**config.mk**
```make
export PLATFORM = sky130hd
export DESIGN_NAME = reg_write_arbiter
export DESIGN_NICKNAME = d
export VERILOG_FILES = /design/src/rtl/reg_write_arbiter.sv
export SDC_FILE = /design/constraint.sdc
export NUM_CORES = 1
export LEC_CHECK = 0
export CORE_ASPECT_RATIO = 1.1
export CORE_MARGIN = 2
export CORE_UTILIZATION = 39
export DETAILED_ROUTE_END_ITERATION = 6
export PLACE_DENSITY = 0.92
export SLEW_MARGIN = 20
export SYNTH_ARGS = -nofsm -noshare
export SYNTH_HDL_FRONTEND = slang
export SYNTH_SLANG_ARGS = --single-unit
export TNS_END_PERCENT = 10
```
**constraint.sdc**
```tcl
create_clock -name clk -period 3.3 [get_ports clk]
set_clock_uncertainty 0.05 [all_clocks]
set_input_delay 0.495 -clock clk [delete_from_list [all_inputs] [get_ports clk]]
set_output_delay 0.495 -clock clk [all_outputs]
set_load 0.005 [all_outputs]
```
**src/rtl/reg_write_arbiter.sv**
```systemverilog
// Round-robin arbiter that shares one register-bank write port between NREQ requesters.
// Each grant produces one isolated single-cycle write strobe followed by RECOVERY idle cycles.
module reg_write_arbiter #(
   parameter int unsigned NREQ     = 4,
   parameter int unsigned AW       = 8,
   parameter int unsigned DW       = 32,
   parameter int unsigned RECOVERY = 1,
   localparam int unsigned IDW     = (NREQ > 1) ? $clog2(NREQ) : 1
) (
   input  logic              clk,
   input  logic              rst,
   input  logic [NREQ-1:0]   req,
   input  logic [NREQ*AW-1:0] req_addr,
   input  logic [NREQ*DW-1:0] req_data,
   output logic [NREQ-1:0]   ack,
   output logic              wr_en,
   output logic [AW-1:0]     wr_addr,
   output logic [DW-1:0]     wr_data,
   output logic [IDW-1:0]    wr_id,
   output logic              busy
);

   localparam int unsigned SW = IDW + 1;

   typedef enum logic [1:0] {StIdle, StWrite, StRecover} state_e;

   state_e            state_q, state_d;
   logic [IDW-1:0]    last_q, last_d;
   logic [3:0]        cnt_q, cnt_d;
   logic [NREQ-1:0]   ack_q, ack_d;
   logic              wr_en_q, wr_en_d;
   logic [AW-1:0]     wr_addr_q, wr_addr_d;
   logic [DW-1:0]     wr_data_q, wr_data_d;
   logic [IDW-1:0]    wr_id_q, wr_id_d;
   logic              busy_q, busy_d;

   logic [AW-1:0]     addr_arr [NREQ];
   logic [DW-1:0]     data_arr [NREQ];
   logic              found;
   logic [IDW-1:0]    grant;
   logic [SW-1:0]     rr_idx;

   for (genvar i = 0; i < NREQ; i++) begin : g_unpack
      assign addr_arr[i] = req_addr[i*AW +: AW];
      assign data_arr[i] = req_data[i*DW +: DW];
   end

   // Scan from last+1 upward with wrap; the first hit wins.
   always_comb begin
      found  = 1'b0;
      grant  = last_q;
      rr_idx = '0;
      for (int unsigned k = 1; k <= NREQ; k++) begin
         rr_idx = {1'b0, last_q} + SW'(k);
         if (rr_idx >= SW'(NREQ)) rr_idx = rr_idx - SW'(NREQ);
         if (!found && req[rr_idx[IDW-1:0]]) begin
            found = 1'b1;
            grant = rr_idx[IDW-1:0];
         end
      end
   end

   always_comb begin
      state_d   = state_q;
      last_d    = last_q;
      cnt_d     = cnt_q;
      ack_d     = '0;
      wr_en_d   = 1'b0;
      wr_addr_d = wr_addr_q;
      wr_data_d = wr_data_q;
      wr_id_d   = wr_id_q;
      busy_d    = busy_q;
      unique case (state_q)
         StIdle: begin
            if (found) begin
               state_d      = StWrite;
               last_d       = grant;
               wr_id_d      = grant;
               wr_addr_d    = addr_arr[grant];
               wr_data_d    = data_arr[grant];
               wr_en_d      = 1'b1;
               ack_d[grant] = 1'b1;
               busy_d       = 1'b1;
            end
         end
         StWrite: begin
            if (RECOVERY > 0) begin
               state_d = StRecover;
               cnt_d   = 4'(RECOVERY - 1);
               busy_d  = 1'b1;
            end else begin
               state_d = StIdle;
               busy_d  = 1'b0;
            end
         end
         StRecover: begin
            if (cnt_q == 4'd0) begin
               state_d = StIdle;
               busy_d  = 1'b0;
            end else begin
               cnt_d = cnt_q - 4'd1;
            end
         end
         default: begin
            state_d = StIdle;
            busy_d  = 1'b0;
         end
      endcase
   end

   always_ff @(posedge clk) begin
      if (rst) begin
         state_q   <= StIdle;
         last_q    <= IDW'(NREQ - 1);
         cnt_q     <= '0;
         ack_q     <= '0;
         wr_en_q   <= 1'b0;
         wr_addr_q <= '0;
         wr_data_q <= '0;
         wr_id_q   <= '0;
         busy_q    <= 1'b0;
      end else begin
         state_q   <= state_d;
         last_q    <= last_d;
         cnt_q     <= cnt_d;
         ack_q     <= ack_d;
         wr_en_q   <= wr_en_d;
         wr_addr_q <= wr_addr_d;
         wr_data_q <= wr_data_d;
         wr_id_q   <= wr_id_d;
         busy_q    <= busy_d;
      end
   end

   assign ack     = ack_q;
   assign wr_en   = wr_en_q;
   assign wr_addr = wr_addr_q;
   assign wr_data = wr_data_q;
   assign wr_id   = wr_id_q;
   assign busy    = busy_q;

endmodule

```
==> flow_metrics.py <==
metrics = {
    "die": {
        "ioPinCount": 214,
        "initial_core_util_pct": 40.4,
        "die_x_um": 90.5,
        "dieHeight_um": 99.2,
        "core_um2": 7960,
        "num_rows": 34,
        "die-area_um2": 8970,
    },
    "route": {
        "drt_iter0_markers": 88,
        "wl_per_cell_um": 17.3,
        "route.detailed.drc": 0,
        "num_vias": 3194,
        "drt_wl_total_mm": 10.7,
        "via_per_inst": 5.14,
        "firstDrtPassIters": 4,
        "drtAntennaViolNets": 0,
    },
    "clock_network": {
        "ctsHtreeMaxLevel": 2,
        "root_buffer": "clkbuf_8",
        "cts.path.max_buffers": 2,
        "post_cts_resized": 0,
        "cts_buffers": 5,
        "clock_latency_ns": 0.31,
        "hold_buffers": 0,
        "cts_tree": "yes",
        "cts_setup_buffers": 0,
        "clock-sinks": 56,
        "clk_pin_slew_ns": 0.11,
    },
    "yosys": {
        "synth_top_area_share_pct": 34.9,
        "async_reset_ff_share_pct": 0,
        "synth_area_um2": 3210,
        "synth_nets": 474,
        "synthTopCellsByArea": "dfxtp_1, mux2i_1, o221ai_2, nand2_1, buf_2",
        "synth_xor_area_share_pct": 0,
        "synthCells": 307,
        "yosysUniqueCellTypes": 35,
        "synth-simple-area-share_pct": 12.3,
        "synthMuxAreaShare_pct": 25.9,
        "yosys_warnings": 0,
        "synth_fa_ha_area_share_pct": 0.390,
        "synth_edf_count": 0,
        "synth_top_family_by_area": "multiplexers",
        "avgSynthCellArea_um2": 10.5,
        "synth_top_area_cell": "dfxtp_1",
        "ys_seq_elements": 56,
        "synth_compound_area_share_pct": 21.7,
        "synthFlopType": "dfxtp_1",
        "ys_seq_area_share_pct": 34.9,
    },
    "critical_path": {
        "critPathLaunchType": "primary input",
        "cp_slowest_cell": "clkdlybuf4s50_1",
        "cp.depth": 5,
        "regToRegSetupSlack_ns": 1.14,
        "r2r-start": "state_q[0]",
        "crit_arrival_ns": 2.64,
        "path_class": "primary input to register",
        "cp.required_ns": 3.48,
        "cp_num_buf_inv": 2,
        "crit_fanout": 27,
        "r2r_cells": 5,
        "r2r_end": "wr_data[18]",
        "slowest_delay_ns": 0.66,
        "end_kind": "register",
        "crit_family": "simple AND/OR/NAND/NOR gates",
        "worstPathCellList": "clkdlybuf4s50_1 > nor3_4 > or4b_2 > buf_4 > o221ai_2",
    },
    "timing": {
        "worstMarginPinSlew_ns": 0.565,
        "setup-tns-final_ns": 0,
        "post-route-min-period_ns": 2.46,
        "maxSlewViolCount": 0,
        "hold_viol": 0,
        "fin_ws_ns": 0.843,
        "max_freq_mhz": 407,
        "maxSlewHeadroom_pct": 62.4,
        "hold_ws_ns": 0.423,
        "finalSetupViolCount": 0,
        "period_share_pct": 74.4,
        "rsz0062_at_grt": "no",
    },
    "power_and_ir_drop": {
        "pwr-share-seq_pct": 37.5,
        "p_leak_nw": 2.14,
        "netSwitchingPower_mw": 0.713,
        "intPower_mw": 1.55,
        "swShare_pct": 31.5,
        "peakVddDrop_mv": 0.181,
        "power_frac_comb_pct": 45.7,
        "pwr-share-clk_pct": 16.8,
        "powerDensity_nw_per_um2": 405,
    },
    "layout": {
        "drive_gt1_share_pct": 12.1,
        "final_nets": 680,
        "area_growth_pct": 73.9,
        "diodes": 0,
        "final_area_um2": 5580,
    },
    "global_route": {
        "grt_antenna_before_repair": 0,
        "grt_usage_pct": 22.7,
        "grt_pass1_wl_mm": 16.6,
        "overflow": 0,
        "grt_pass1_vias": 3404,
        "grt_max_degree": 28,
    },
    "placed_design": {
        "place.gp.congestion": 0.794,
        "place_hpwl_mm": 8.77,
        "postPlaceCellArea_um2": 5480,
        "port_buffers": 213,
        "place_ws_ns": 0.294,
    },
    "flow_run": {
        "cap_violations": 0,
    },
    "status": {
        "status": "complete, no violations",
    },
    "worst_hold_path": {
        "hold_class": "register to register",
        "whs_path_depth": 2,
        "holdPathEnd": "wr_data[29]",
        "worstHoldStart": "wr_data[29]",
    },
}
-- registers in the layout, summed over array words and instances, names as in the netlist --
register  flops
ack           4
busy          1
cnt_q         4
last_q        2
state_q       2
wr_addr       8
wr_data      32
wr_en         1
wr_id         2
-- stage by stage --
stage | cells | power, mW | utilization [%]
3_3_place_gp | 613 | 1.87 | 68.9
4_1_cts | 620 | 2.28 | 70.0
2_1_floorplan | 307 | 1.37 | -
6_report | 621 | 2.26 | 70.2
3_5_place_dp | 613 | 1.90 | 68.9
5_1_grt | 621 | 2.37 | 70.2
-- power by group through the flow --
stage               clock network [mW]  logic [mW]  registers, mW
floorplan                            0       0.507          0.860
global placement                     0        1.01          0.861
detailed placement                   0        1.04          0.863
CTS                              0.387        1.04          0.849
global route                     0.414        1.10          0.861
finish                           0.379        1.03          0.848
-- metal layers --
| layer | wire length [µm] | vias to the layer above | GRT usage (%) | share of wire (%) |
|---|---|---|---|---|
| met5 | 0 | - | 0 | 0 |
| met4 | 204 | 0 | 5.68 | 1.9 |
| met3 | 806 | 15 | 6.44 | 7.5 |
| met2 | 5800 | 144 | 44.4 | 54 |
| met1 | 3910 | 1477 | 23.8 | 36 |
| li1 | - | 1558 | - | - |
-- worst reg2reg max path, cell delays in order, from the launching register on --
cell,delay [ns]
dfxtp_1,0.40
or2_4,0.31
nor3_4,0.19
or4b_2,0.64
buf_4,0.30
o221ai_2,0.19
-- layout make-up --
type,count,area (µm²)
Fill cell,584,2370
Timing Repair Buffer,223,2260
Multi-Input combinational cell,223,1960
Sequential cell,56,1120
Tap cell,108,135
Clock buffer,5,68.8
Clock inverter,2,16.3
Inverter,4,15.0
-- layout by cell type (no fill, tap or decap), types with 6 or more instances in the layout --
cell type,Yosys,layout
clkdlybuf4s50_1,0,213
mux2i_1,82,82
dfxtp_1,56,56
nand2_1,45,45
o221ai_2,38,38
nor2_1,14,14
a21oi_1,8,8
nand2b_1,6,6
-- how the worst max path moves through the flow --
| stage | start | to |
|---|---|---|
| global route | rst | wr_data[21] |
| CTS | req[0] | wr_data[18] |
| global placement | req[0] | wr_data[18] |
| floorplan | req[0] | wr_data[18] |
| finish | rst | wr_data[18] |
| detailed placement | req[0] | wr_data[18] |
-- synth_stat cells (2+ instances only) --
cell type	number
o221ai_1	2
clkbuf_1	5
buf_6	4
dfxtp_1	56
nand2_1	45
nand2b_1	6
a21oi_1	8
inv_1	4
nor3_1	5
mux2i_1	82
nor3b_1	2
o221ai_2	38
buf_1	2
o21ai_0	2
nor2_1	14
buf_2	13
-- cell families (layout without fill, tap and decap cells) --
logic type      after synthesis  in the layout
compound gates               57             57
fa+ha+maj                     1              1
buf+inv                      28            234
flops                        56             56
mux                          83             83
simple gates                 82             82
(Power assumes the default switching activity.)
